### src/rtl/weakcore_lsu_if.sv
// weakcore_lsu_if: request/response and memory-bus signal bundle for the
// weakcore load/store unit.
//
//   req_*   : execute-stage request (valid/ready handshake)
//   resp_*  : one-cycle completion pulse with load data / error
//   bus_*   : single-beat memory bus (req/ack handshake, byte-lane mask)
//
// Modports:
//   slave  : the load/store unit itself
//   master : the environment around it (execute stage + memory bus model)
interface weakcore_lsu_if #(
  parameter int XLEN   = 32,
  parameter int ADDR_W = 32
);
  logic                req_valid;
  logic                req_ready;
  logic                req_wr;
  logic [1:0]          req_size;
  logic                req_signed;
  logic [ADDR_W-1:0]   req_addr;
  logic [XLEN-1:0]     req_wdata;

  logic                resp_valid;
  logic [XLEN-1:0]     resp_rdata;
  logic                resp_err;

  logic                bus_req;
  logic                bus_ack;
  logic                bus_wr;
  logic [ADDR_W-1:0]   bus_addr;
  logic [XLEN-1:0]     bus_out;
  logic [XLEN-1:0]     bus_in;
  logic [XLEN/8-1:0]   bus_wr_mask;

  modport slave (
    input  req_valid, req_wr, req_size, req_signed, req_addr, req_wdata,
    output req_ready,
    output resp_valid, resp_rdata, resp_err,
    output bus_req, bus_wr, bus_addr, bus_out, bus_wr_mask,
    input  bus_ack, bus_in
  );

  modport master (
    output req_valid, req_wr, req_size, req_signed, req_addr, req_wdata,
    input  req_ready,
    input  resp_valid, resp_rdata, resp_err,
    input  bus_req, bus_wr, bus_addr, bus_out, bus_wr_mask,
    output bus_ack, bus_in
  );
endinterface

### src/rtl/weakcore_lsu.sv
// weakcore_lsu: load/store unit between the execute stage and the shared
// memory bus. Takes one byte/half/word/(dword) access at a time, any
// alignment, and performs it as one or two aligned bus beats. Accesses that
// straddle a bus-word boundary are split into a low beat and a high beat.
// Loads return sign- or zero-extended data; stores return a completion pulse.
//
// Ports:
//   clk : clock, rising edge
//   rst : asynchronous, active-high reset
//   lsu : weakcore_lsu_if.slave bundle
//         req_valid/req_ready/req_wr/req_size/req_signed/req_addr/req_wdata
//         resp_valid/resp_rdata/resp_err
//         bus_req/bus_ack/bus_wr/bus_addr/bus_out/bus_in/bus_wr_mask
//
// Every output is either a state decode or a register gated by a state
// decode, so nothing on req_* or bus_in reaches an output combinationally.
module weakcore_lsu #(
  parameter int XLEN   = 32,
  parameter int ADDR_W = 32
) (
  input  logic          clk,
  input  logic          rst,
  weakcore_lsu_if.slave lsu
);

  localparam int BYTES = XLEN / 8;
  localparam int OFFW  = $clog2(BYTES);
  localparam int MW    = 2 * BYTES;

  localparam logic [1:0] S_IDLE  = 2'd0;
  localparam logic [1:0] S_BEAT0 = 2'd1;
  localparam logic [1:0] S_BEAT1 = 2'd2;
  localparam logic [1:0] S_RESP  = 2'd3;

  logic [1:0]        r_state;
  logic              r_wr;
  logic              r_signed;
  logic              r_err;
  logic              r_split;
  logic [1:0]        r_size;
  logic [OFFW-1:0]   r_off;
  logic [ADDR_W-1:0] r_addr0;
  logic [MW-1:0]     r_mask;
  logic [2*XLEN-1:0] r_wd;
  logic [XLEN-1:0]   r_beat0;
  logic [XLEN-1:0]   r_rdata;

  logic              w_accept;
  logic              w_legal;
  logic              w_in_beat;
  logic              w_ack;
  logic [OFFW-1:0]   w_off;
  logic [3:0]        w_nbytes;
  logic [MW-1:0]     w_mask;
  logic [2*XLEN-1:0] w_wd;
  logic [2*XLEN-1:0] w_wd_m;

  // Pick the addressed bytes out of the (beat1:beat0) pair, keep the access
  // width, and extend from its MSB when signed.
  function automatic logic [XLEN-1:0] ld_extend(
    input logic [2*XLEN-1:0] pair,
    input logic [OFFW-1:0]   off,
    input logic [1:0]        size,
    input logic              sgn
  );
    logic [XLEN-1:0] v;
    logic [XLEN-1:0] keep;
    logic [XLEN-1:0] top;
    int              nbits;
    v     = XLEN'(pair >> {off, 3'b000});
    nbits = 8 << size;
    keep  = '1;
    if (nbits < XLEN) keep = (XLEN'(1) << nbits) - XLEN'(1);
    else              nbits = XLEN;
    top       = v >> (nbits - 1);
    ld_extend = v & keep;
    if (sgn && top[0]) ld_extend = ld_extend | ~keep;
  endfunction

  assign w_accept  = lsu.req_valid && (r_state == S_IDLE);
  assign w_legal   = (lsu.req_size != 2'd3) || (XLEN == 64);
  assign w_in_beat = (r_state == S_BEAT0) || (r_state == S_BEAT1);
  assign w_ack     = lsu.bus_ack && w_in_beat;
  assign w_off     = lsu.req_addr[OFFW-1:0];
  assign w_nbytes  = 4'd1 << lsu.req_size;
  assign w_mask    = MW'((16'd1 << w_nbytes) - 16'd1) << w_off;

  // Store data is shifted into lane position across a double-width window;
  // lanes outside the access (and every lane of a load) are forced to zero.
  always_comb begin
    w_wd   = {{XLEN{1'b0}}, lsu.req_wdata} << {w_off, 3'b000};
    w_wd_m = '0;
    for (int b = 0; b < MW; b++) begin
      if (lsu.req_wr && w_mask[b]) w_wd_m[8*b +: 8] = w_wd[8*b +: 8];
    end
  end

  always_ff @(posedge clk or posedge rst) begin
    if (rst) begin
      r_state <= S_IDLE;
    end else begin
      case (r_state)
        S_IDLE:  if (w_accept) r_state <= w_legal ? S_BEAT0 : S_RESP;
        S_BEAT0: if (w_ack)    r_state <= r_split ? S_BEAT1 : S_RESP;
        S_BEAT1: if (w_ack)    r_state <= S_RESP;
        default:               r_state <= S_IDLE;
      endcase
    end
  end

  // Request/beat data: only ever observed through state-gated outputs, so it
  // needs no reset.
  always_ff @(posedge clk) begin
    if (w_accept) begin
      r_wr     <= lsu.req_wr;
      r_signed <= lsu.req_signed;
      r_size   <= lsu.req_size;
      r_off    <= w_off;
      r_err    <= !w_legal;
      r_addr0  <= lsu.req_addr & ~ADDR_W'(BYTES - 1);
      r_mask   <= w_mask;
      r_split  <= |w_mask[MW-1:BYTES];
      r_wd     <= w_wd_m;
      r_rdata  <= '0;
    end
    if (w_ack && r_state == S_BEAT0) begin
      r_beat0 <= lsu.bus_in;
      if (!r_split)
        r_rdata <= r_wr ? '0 : ld_extend({XLEN'(0), lsu.bus_in}, r_off, r_size, r_signed);
    end
    if (w_ack && r_state == S_BEAT1) begin
      r_rdata <= r_wr ? '0 : ld_extend({lsu.bus_in, r_beat0}, r_off, r_size, r_signed);
    end
  end

  assign lsu.req_ready   = (r_state == S_IDLE);
  assign lsu.bus_req     = w_in_beat;
  assign lsu.bus_wr      = w_in_beat && r_wr;
  assign lsu.bus_addr    = (r_state == S_BEAT0) ? r_addr0 :
                           (r_state == S_BEAT1) ? r_addr0 + ADDR_W'(BYTES) : '0;
  assign lsu.bus_wr_mask = (r_state == S_BEAT0) ? r_mask[BYTES-1:0] :
                           (r_state == S_BEAT1) ? r_mask[MW-1:BYTES] : '0;
  assign lsu.bus_out     = (r_state == S_BEAT0) ? r_wd[XLEN-1:0] :
                           (r_state == S_BEAT1) ? r_wd[2*XLEN-1:XLEN] : '0;
  assign lsu.resp_valid  = (r_state == S_RESP);
  assign lsu.resp_rdata  = (r_state == S_RESP) ? r_rdata : '0;
  assign lsu.resp_err    = (r_state == S_RESP) && r_err;

endmodule

### src/flat_wrapper.sv
// flat-port wrapper written by rule: the top's interface ports become plain ports
module weakcore_lsu_flat 
#(
  parameter int XLEN   = 32,
  parameter int ADDR_W = 32
)
  (clk, rst, lsu_req_valid, lsu_req_wr, lsu_req_size, lsu_req_signed, lsu_req_addr, lsu_req_wdata, lsu_req_ready, lsu_resp_valid, lsu_resp_rdata, lsu_resp_err, lsu_bus_req, lsu_bus_wr, lsu_bus_addr, lsu_bus_out, lsu_bus_wr_mask, lsu_bus_ack, lsu_bus_in);
  weakcore_lsu_if #(.XLEN(XLEN), .ADDR_W(ADDR_W)) lsu_i ();
  input  logic clk;
  input  logic rst;
  input wire logic [$bits(lsu_i.req_valid)-1:0] lsu_req_valid;
  input wire logic [$bits(lsu_i.req_wr)-1:0] lsu_req_wr;
  input wire logic [$bits(lsu_i.req_size)-1:0] lsu_req_size;
  input wire logic [$bits(lsu_i.req_signed)-1:0] lsu_req_signed;
  input wire logic [$bits(lsu_i.req_addr)-1:0] lsu_req_addr;
  input wire logic [$bits(lsu_i.req_wdata)-1:0] lsu_req_wdata;
  output wire logic [$bits(lsu_i.req_ready)-1:0] lsu_req_ready;
  output wire logic [$bits(lsu_i.resp_valid)-1:0] lsu_resp_valid;
  output wire logic [$bits(lsu_i.resp_rdata)-1:0] lsu_resp_rdata;
  output wire logic [$bits(lsu_i.resp_err)-1:0] lsu_resp_err;
  output wire logic [$bits(lsu_i.bus_req)-1:0] lsu_bus_req;
  output wire logic [$bits(lsu_i.bus_wr)-1:0] lsu_bus_wr;
  output wire logic [$bits(lsu_i.bus_addr)-1:0] lsu_bus_addr;
  output wire logic [$bits(lsu_i.bus_out)-1:0] lsu_bus_out;
  output wire logic [$bits(lsu_i.bus_wr_mask)-1:0] lsu_bus_wr_mask;
  input wire logic [$bits(lsu_i.bus_ack)-1:0] lsu_bus_ack;
  input wire logic [$bits(lsu_i.bus_in)-1:0] lsu_bus_in;
  assign lsu_i.req_valid = lsu_req_valid;
  assign lsu_i.req_wr = lsu_req_wr;
  assign lsu_i.req_size = lsu_req_size;
  assign lsu_i.req_signed = lsu_req_signed;
  assign lsu_i.req_addr = lsu_req_addr;
  assign lsu_i.req_wdata = lsu_req_wdata;
  assign lsu_req_ready = lsu_i.req_ready;
  assign lsu_resp_valid = lsu_i.resp_valid;
  assign lsu_resp_rdata = lsu_i.resp_rdata;
  assign lsu_resp_err = lsu_i.resp_err;
  assign lsu_bus_req = lsu_i.bus_req;
  assign lsu_bus_wr = lsu_i.bus_wr;
  assign lsu_bus_addr = lsu_i.bus_addr;
  assign lsu_bus_out = lsu_i.bus_out;
  assign lsu_bus_wr_mask = lsu_i.bus_wr_mask;
  assign lsu_i.bus_ack = lsu_bus_ack;
  assign lsu_i.bus_in = lsu_bus_in;
  weakcore_lsu #(.XLEN(XLEN), .ADDR_W(ADDR_W)) u_core (.clk(clk), .rst(rst), .lsu(lsu_i));
endmodule
### config.mk
export PLATFORM = sky130hd
export DESIGN_NAME = weakcore_lsu_flat
export DESIGN_NICKNAME = d
export VERILOG_FILES = /design/src/rtl/weakcore_lsu_if.sv /design/src/rtl/weakcore_lsu.sv /design/src/flat_wrapper.sv
export SDC_FILE = /design/constraint.sdc
export NUM_CORES = 1
export LEC_CHECK = 0
export CORE_UTILIZATION = 45
export DETAILED_ROUTE_END_ITERATION = 10
export PLACE_DENSITY_LB_ADDON = 0.08
export SLEW_MARGIN = 0
export SYNTH_ARGS = -nofsm -noshare
export SYNTH_HDL_FRONTEND = slang
export SYNTH_SLANG_ARGS = --single-unit
### constraint.sdc
create_clock -name clk -period 4.19 [get_ports clk]
set_input_delay 0.838 -clock clk [delete_from_list [all_inputs] [get_ports clk]]
set_output_delay 0.838 -clock clk [all_outputs]
set_load 0.01 [all_outputs]
==> impl_results.md, run 1 <==
- Worst setup EP type: output port
- Syn Inst Count: 929
- Site Rows: 53
- WHS Endpoint: u_core.r_rdata[15]$_DFF_P_
- Final cell count without fillers: 1,401
- Post-synth EDFFs: 134
- Final ANT Viol Nets: 0
- Core area: 21,000 µm²
- Port bufs: 206
- Largest net degree at the start of global routing: 57
- Most common cell after layout, fill and taps aside: clkdlybuf4s50_1
- Syn Area/Cell: 10.4 µm²
- DRT Wirelength: 27,400 µm
- Power Density: about 530 nW/µm²
- CTS Buf Count: 17
- Ys Warns: 0
- R2r endpoint: u_core.r_rdata[8]$_DFF_P_
- Max Fclk: approximately 250 MHz
- Root Buffer: clkbuf_16
- Pint: 4.26 mW
- Most frequent cells in the layout: clkdlybuf4s50_1, edfxtp_1, nand2_1, nor2_1, mux2i_1
- Internal reg-to-reg setup slack: a little under 0.9 ns
- Clock buffer depth: 2
- Psw: 2.32 mW
- Tcrit/Tclk final: 0.958
- Setup TNS: 0 ns
- Ys async rst share: 0.0119
- Normalized max-slew margin: 0.319
- Avg WL per Cell: ~20 µm
- Post-Place Cells: 1,368
- RSZ-0062 raised after global routing: no
- Mapped cell area: 9650 µm²
- First-pass GRT wire length: 42,500 µm
- Final setup skew: 0.0119 ns
- Gr usage total: 0.251
- Vias: between 8,000 and 9,000
- Top-area cell type share of the netlist area: 0.417
- Slew Limit Fails: 0
- Crit path DAT: 3.17 ns
- Initial Util: 0.459
- Die Ht: 148 µm
- CTS tree: built
- Sequential power share: 0.365
- Synth Flop Type: edfxtp_1
- Clock power frac: 0.236
- Worst Hold Launch: u_core.r_rdata[15]$_DFF_P_
- Leak pwr: 4.57 nW
- Worst R2R Start: u_core.r_size[0]$_DFFE_PP_
- Remaining DRCs: 0
- Top Family by Delay on Critical Path: simple AND/OR/NAND/NOR gates
- Max incr delay on CP: approximately 0.57 ns
- Initial DRC count: 631
- Finished Cell Area: ~13,000 µm²
- Req. time, crit path: 3.35 ns
- Hold WS: roughly 0.49 ns
- Placed Area: 11,900 µm²
- Overflow after GRT: 0
- Synthesized flop and latch total: 168
- Vias in the first global route: 7,695
- Detailed Routing Iterations Pass 1: 6
- Register area share after synthesis: 0.489
- Area delta synth->final: 29.8%
- Cells along the critical path: inv_1 > ha_2 > nand2b_1 > or3_1 > nor2_1 > nand3_1 > or3_1 > a21oi_1 > clkdlybuf4s50_1
- Final core occ: 0.596
- Hold Buf Count CTS: 0
- Final hold vios: 0
- Transition time of the tightest slew-check pin: 1.02 ns
- Fraction of layout cells with a size suffix above 1: 0.0880
- Clk sink count: 168
- Top cells by area, synth: edfxtp_1, dfxtp_1, mux2i_1, nand2_1, mux4_2
- Switching portion of total power: 0.353
- Tot Pwr: 6.59 mW
- Post-route setup slack: 0.178 ns
- Slowest stage cell, crit path: clkdlybuf4s50_1
- Clock-pin slew on the worst setup and hold paths: 0.07 ns
- Final setup vio count: 0
- Gate power share: 0.400
- Max_cap viols: 0
- WP buf/inv: 2
- GP Congestion: 0.830
- Worst path most repeated cell: or3_1
- Later-pin clock latency in the skew report: between 0.4 and 0.5 ns
- Initial antenna violation count: 2
- Tmin final: 4.01 ns
- Post-place setup slack: 0.492 ns
- Max FO, Critical Path: 5
- Worst hold stages: 1
- Status: completed
- H-tree Lvls: 4
- R2r worst-path depth: 9
- Setup crit start kind: flip-flop
- Yosys top cell by area: edfxtp_1
- Crit. path cell count: 9
- VDD IR max: 0.000341 V
- # nets final: 1,223
- Type of the worst setup path: reg2out
- DP HPWL: approximately 19,000 µm
- Die X: 148 µm
- Synth unique cells: 68
- Io pins: 209
- Post-DR vias/cell: approximately 5.8
- Die footprint: 22,000 µm²
- Hold Crit Class: reg2reg
worst register-to-register path: cells and delay by family (launching register included):
kind / cells / cell delay (ns)
xor gates and xnor gates: 1 / 0.17
adders and majority gates: 1 / 0.23
DFF: 1 / 0.57
and+or+nand+nor: 3 / 1.26
AOI/OAI and AO/OA: 3 / 0.86
buffers and inverters: 1 / 0.18
worst max path at each step:
stage | to | from
final | lsu_bus_addr[17] | u_core.r_state[1]$_DFFE_PP0P_
after global routing | lsu_bus_addr[17] | u_core.r_state[1]$_DFFE_PP0P_
after CTS | lsu_bus_addr[31] | u_core.r_state[1]$_DFFE_PP0P_
after detailed placement | lsu_bus_addr[31] | u_core.r_state[1]$_DFFE_PP0P_
after global placement | lsu_bus_addr[31] | u_core.r_state[1]$_DFFE_PP0P_
after floorplan | u_core.r_addr0[10]$_DFFE_PP_ | lsu_req_valid
flip-flops by register name (all words and copies together) (netlist names):
register         count
u_core.r_wd         56
u_core.r_beat0      32
u_core.r_rdata      32
u_core.r_addr0      30
u_core.r_mask        8
u_core.r_off         2
u_core.r_size        2
u_core.r_state       2
u_core.r_err         1
u_core.r_signed      1
u_core.r_split       1
u_core.r_wr          1
routing by layer:
layer / routed length [µm] / GRT usage / part of all wire
met1: 12300 / 0.351 / 0.45
met5: 13 / 0 / 0.00047
met2: 12800 / 0.396 / 0.47
met4: 261 / 0.0680 / 0.0095
met3: 1950 / 0.0506 / 0.071
what timing repair did:
item | CTS | global route
gates resized for setup | 0 | 3
setup endpoints to repair | 0 | 3
setup buffers | 0 | 0
endpoints found under the hold margin | 0 | 0
cell families (layout without fill, tap and decap cells):
family | Yosys count | in the layout | synth area share
and+or+nand+nor | 348 | 348 | 0.176
AOI/OAI and AO/OA | 215 | 215 | 0.153
DFF | 168 | 168 | 0.489
muxes | 91 | 91 | 0.117
buffers and inverters | 76 | 270 | 0.0355
xor gates and xnor gates | 22 | 22 | 0.0200
adders and majority gates | 7 | 7 | 0.00908
other | 2 | 5 | 0.000778
synthesized netlist by cell type (8+ instances only):
library cell	number
edfxtp_1	134
nand2_1	118
xor2_1	18
and2_1	49
and3_1	24
o21ai_0	49
nand3_1	11
inv_1	9
dfxtp_1	32
a31oi_1	9
a311oi_1	8
mux2_2	13
a311o_1	8
a21oi_1	53
mux2i_1	62
a22o_1	32
a211oi_1	11
mux4_2	16
buf_1	10
buf_2	13
a22oi_1	13
nor2_1	87
nor3_1	8
clkbuf_1	36
power groups by stage:
| stage | Combinational (mW) | Sequential, mW | Clock (mW) |
|---|---|---|---|
| 2_1_floorplan | 1.48 | 2.37 | 0 |
| 3_3_place_gp | 2.62 | 2.43 | 0 |
| 3_5_place_dp | 2.64 | 2.44 | 0 |
| 4_1_cts | 2.65 | 2.40 | 1.58 |
| 5_1_grt | 2.84 | 2.44 | 1.64 |
| 6_report | 2.63 | 2.40 | 1.55 |
cell type report:
cell class,count,area (µm²)
Antenna cell,1,2.50
Sequential cell,168,4710
Clock inverter,15,140
Tap cell,275,344
Timing Repair Buffer,228,2230
Clock buffer,17,425
Fill cell,1799,8500
Multi-Input combinational cell,687,4620
Inverter,10,40.0
Power figures use the tool's default switching activity.
==> run 2, diff against run 1 <==
--- a/config.mk
+++ b/config.mk
@@ -5,6 +5,7 @@
 export SDC_FILE = /design/constraint.sdc
 export NUM_CORES = 1
 export LEC_CHECK = 0
+export CORE_ASPECT_RATIO = 0.9
 export CORE_UTILIZATION = 45
 export DETAILED_ROUTE_END_ITERATION = 10
 export PLACE_DENSITY_LB_ADDON = 0.08
==> impl_results.md, run 2 (synthesis gave the netlist of run 1 again) <==
- Status: completed
- Core area: about 21,000 µm²
- Final ANT Viol Nets: 0
- Power Density: roughly 530 nW/µm²
- Normalized max-slew margin: 0.304
- Worst setup EP type: output port
- Setup crit start kind: flip-flop
- Gr usage total: 0.259
- Type of the worst setup path: reg2out
- Sequential power share: 0.361
- Diode count: 0
- Pint: about 4.3 mW
- Initial Util: 0.462
- Clock power frac: 0.241
- Initial DRC count: between 600 and 700
- Die footprint: 22,000 µm²
- Switching portion of total power: 0.359
- Setup TNS: 0 ns
- Root Buffer: clkbuf_16
- RSZ-0062 raised after global routing: no
- Clock-pin slew on the worst setup and hold paths: 0.07 ns
- Die Ht: 141 µm
- Most common cell after layout, fill and taps aside: clkdlybuf4s50_1
- Number of flip-flops under the largest register name: 56
- H-tree Lvls: 4
- Crit path DAT: 3.11 ns
- Most flop-heavy register: u_core.r_wd
- Transition time of the tightest slew-check pin: roughly 1.0 ns
- Area delta synth->final: 30.3%
- Most frequent cells in the layout: clkdlybuf4s50_1, edfxtp_1, nand2_1, nor2_1, mux2i_1
- Port bufs: 206
- Max Fclk: 253 MHz
- Psw: 2.40 mW
- Max FO, Critical Path: 7
- DP HPWL: 19,700 µm
- Biggest registers after layout: u_core.r_wd x56, u_core.r_beat0 x32, u_core.r_rdata x32
- Overflow after GRT: 0
- Site Rows: 50
- Final setup vio count: 0
- Hold WS: 0.519 ns
- Max_cap viols: 0
- # nets final: around 1,200
- Gate power share: 0.398
- Io pins: around 210
- Later-pin clock latency in the skew report: approximately 0.43 ns
- GP Congestion: ~0.87
- Slew Limit Fails: 0
- First-pass GRT wire length: 42,900 µm
- CTS Buf Count: 17
- Vias in the first global route: 7,464
- Post-Place Cells: 1,379
- CTS tree: built
- Final cell count without fillers: 1,412
- Final hold vios: 0
- Avg WL per Cell: 20.2 µm
- Detailed Routing Iterations Pass 1: 5
- Die X: roughly 160 µm
- Remaining DRCs: 0
- Leak pwr: 4.57 nW
- VDD IR max: 0.000294 V
- Largest net degree at the start of global routing: 53
- Hold Crit Class: reg2reg
- DRT Wirelength: 28,500 µm
- Initial antenna violation count: 1
- Final setup skew: 0.0107 ns
- Fraction of layout cells with a size suffix above 1: 0.0906
- Clk sink count: roughly 170
- Tmin final: 3.95 ns
- Tcrit/Tclk final: 0.943
- Vias: 8,236
- Clock buffer depth: 2
- Req. time, crit path: 3.35 ns
- Internal reg-to-reg setup slack: 1.19 ns
- Post-DR vias/cell: 5.83
==> run 2: cell types whose count changed in the layout (fill, tap and decap cells not counted), moves of 2 or more <==
cell and change:
clkinv_4 +3, inv_6 -3, clkinv_8 +3, clkinv_1 -2
==> run 2: layout make-up <==
type,instances,area [µm²]
clock buffer,17,425
sequential,168,4710
timing repair buffer,229,2240
fill,1821,8320
tap,286,358
multi-input combinational,687,4610
inverter,10,40.0
clock inverter,15,180
==> run 2: worst max-delay path: stages, from the launching register on <==
cell and delay, ns:
dfrtp_1 0.38, inv_1 0.07, ha_2 0.17, nand2b_1 0.19, or3_4 0.43, nor3_2 0.19, nand2b_1 0.19, or3_1 0.38
a21oi_1 0.14, clkdlybuf4s50_1 0.54
==> run 2: routing by layer <==
layer / up-vias / routed length [µm] / global-route usage
met2: 422 / 12400 / 0.377
met1: 3961 / 12900 / 0.381
met3: 36 / 2730 / 0.0606
li1: 3817 / - / -
met5: - / 0 / 0
met4: 0 / 426 / 0.0733
==> run 2: stage by stage <==
step	utilization	power (mW)	worst slack [ns]	instance area [µm²]
after CTS	0.601	6.71	0.0384	12600
after floorplan	-	3.86	0.814	9660
final	0.602	6.69	0.241	12600
after global placement	0.572	5.09	0.581	12000
after detailed placement	0.572	5.09	0.512	12000
after global routing	0.602	7.02	0.0515	12600
==> run 2: final timing paths <==
| path | endpoint | start | cells past startpoint |
|---|---|---|---|
| setup / recovery | lsu_bus_addr[31] | u_core.r_state[1]$_DFFE_PP0P_ | 9 |
| hold / removal | u_core.r_rdata[15]$_DFF_P_ | u_core.r_rdata[15]$_DFF_P_ | 1 |
| setup reg to reg | u_core.r_rdata[8]$_DFF_P_ | u_core.r_size[0]$_DFFE_PP_ | 9 |
| hold reg to reg | u_core.r_rdata[15]$_DFF_P_ | u_core.r_rdata[15]$_DFF_P_ | 1 |
| max in group asynchronous | u_core.r_state[0]$_DFFE_PP0P_ | rst | 2 |
| min in group asynchronous | u_core.r_state[1]$_DFFE_PP0P_ | rst | 2 |
==> run 2: power by group through the flow <==
| stage | combinational (mW) | clock, mW | sequential [mW] |
|---|---|---|---|
| after CTS | 2.66 | 1.64 | 2.41 |
| after detailed placement | 2.64 | 0 | 2.45 |
| final | 2.66 | 1.61 | 2.42 |
| after global routing | 2.86 | 1.71 | 2.45 |
| after global placement | 2.64 | 0 | 2.44 |
| after floorplan | 1.48 | 0 | 2.37 |
==> run 2: timing repair <==
item	4_1_cts	5_1_grt
setup buffers	0	1
hold buffers	0	0
setup endpoints to repair	0	4
resized for setup	0	2
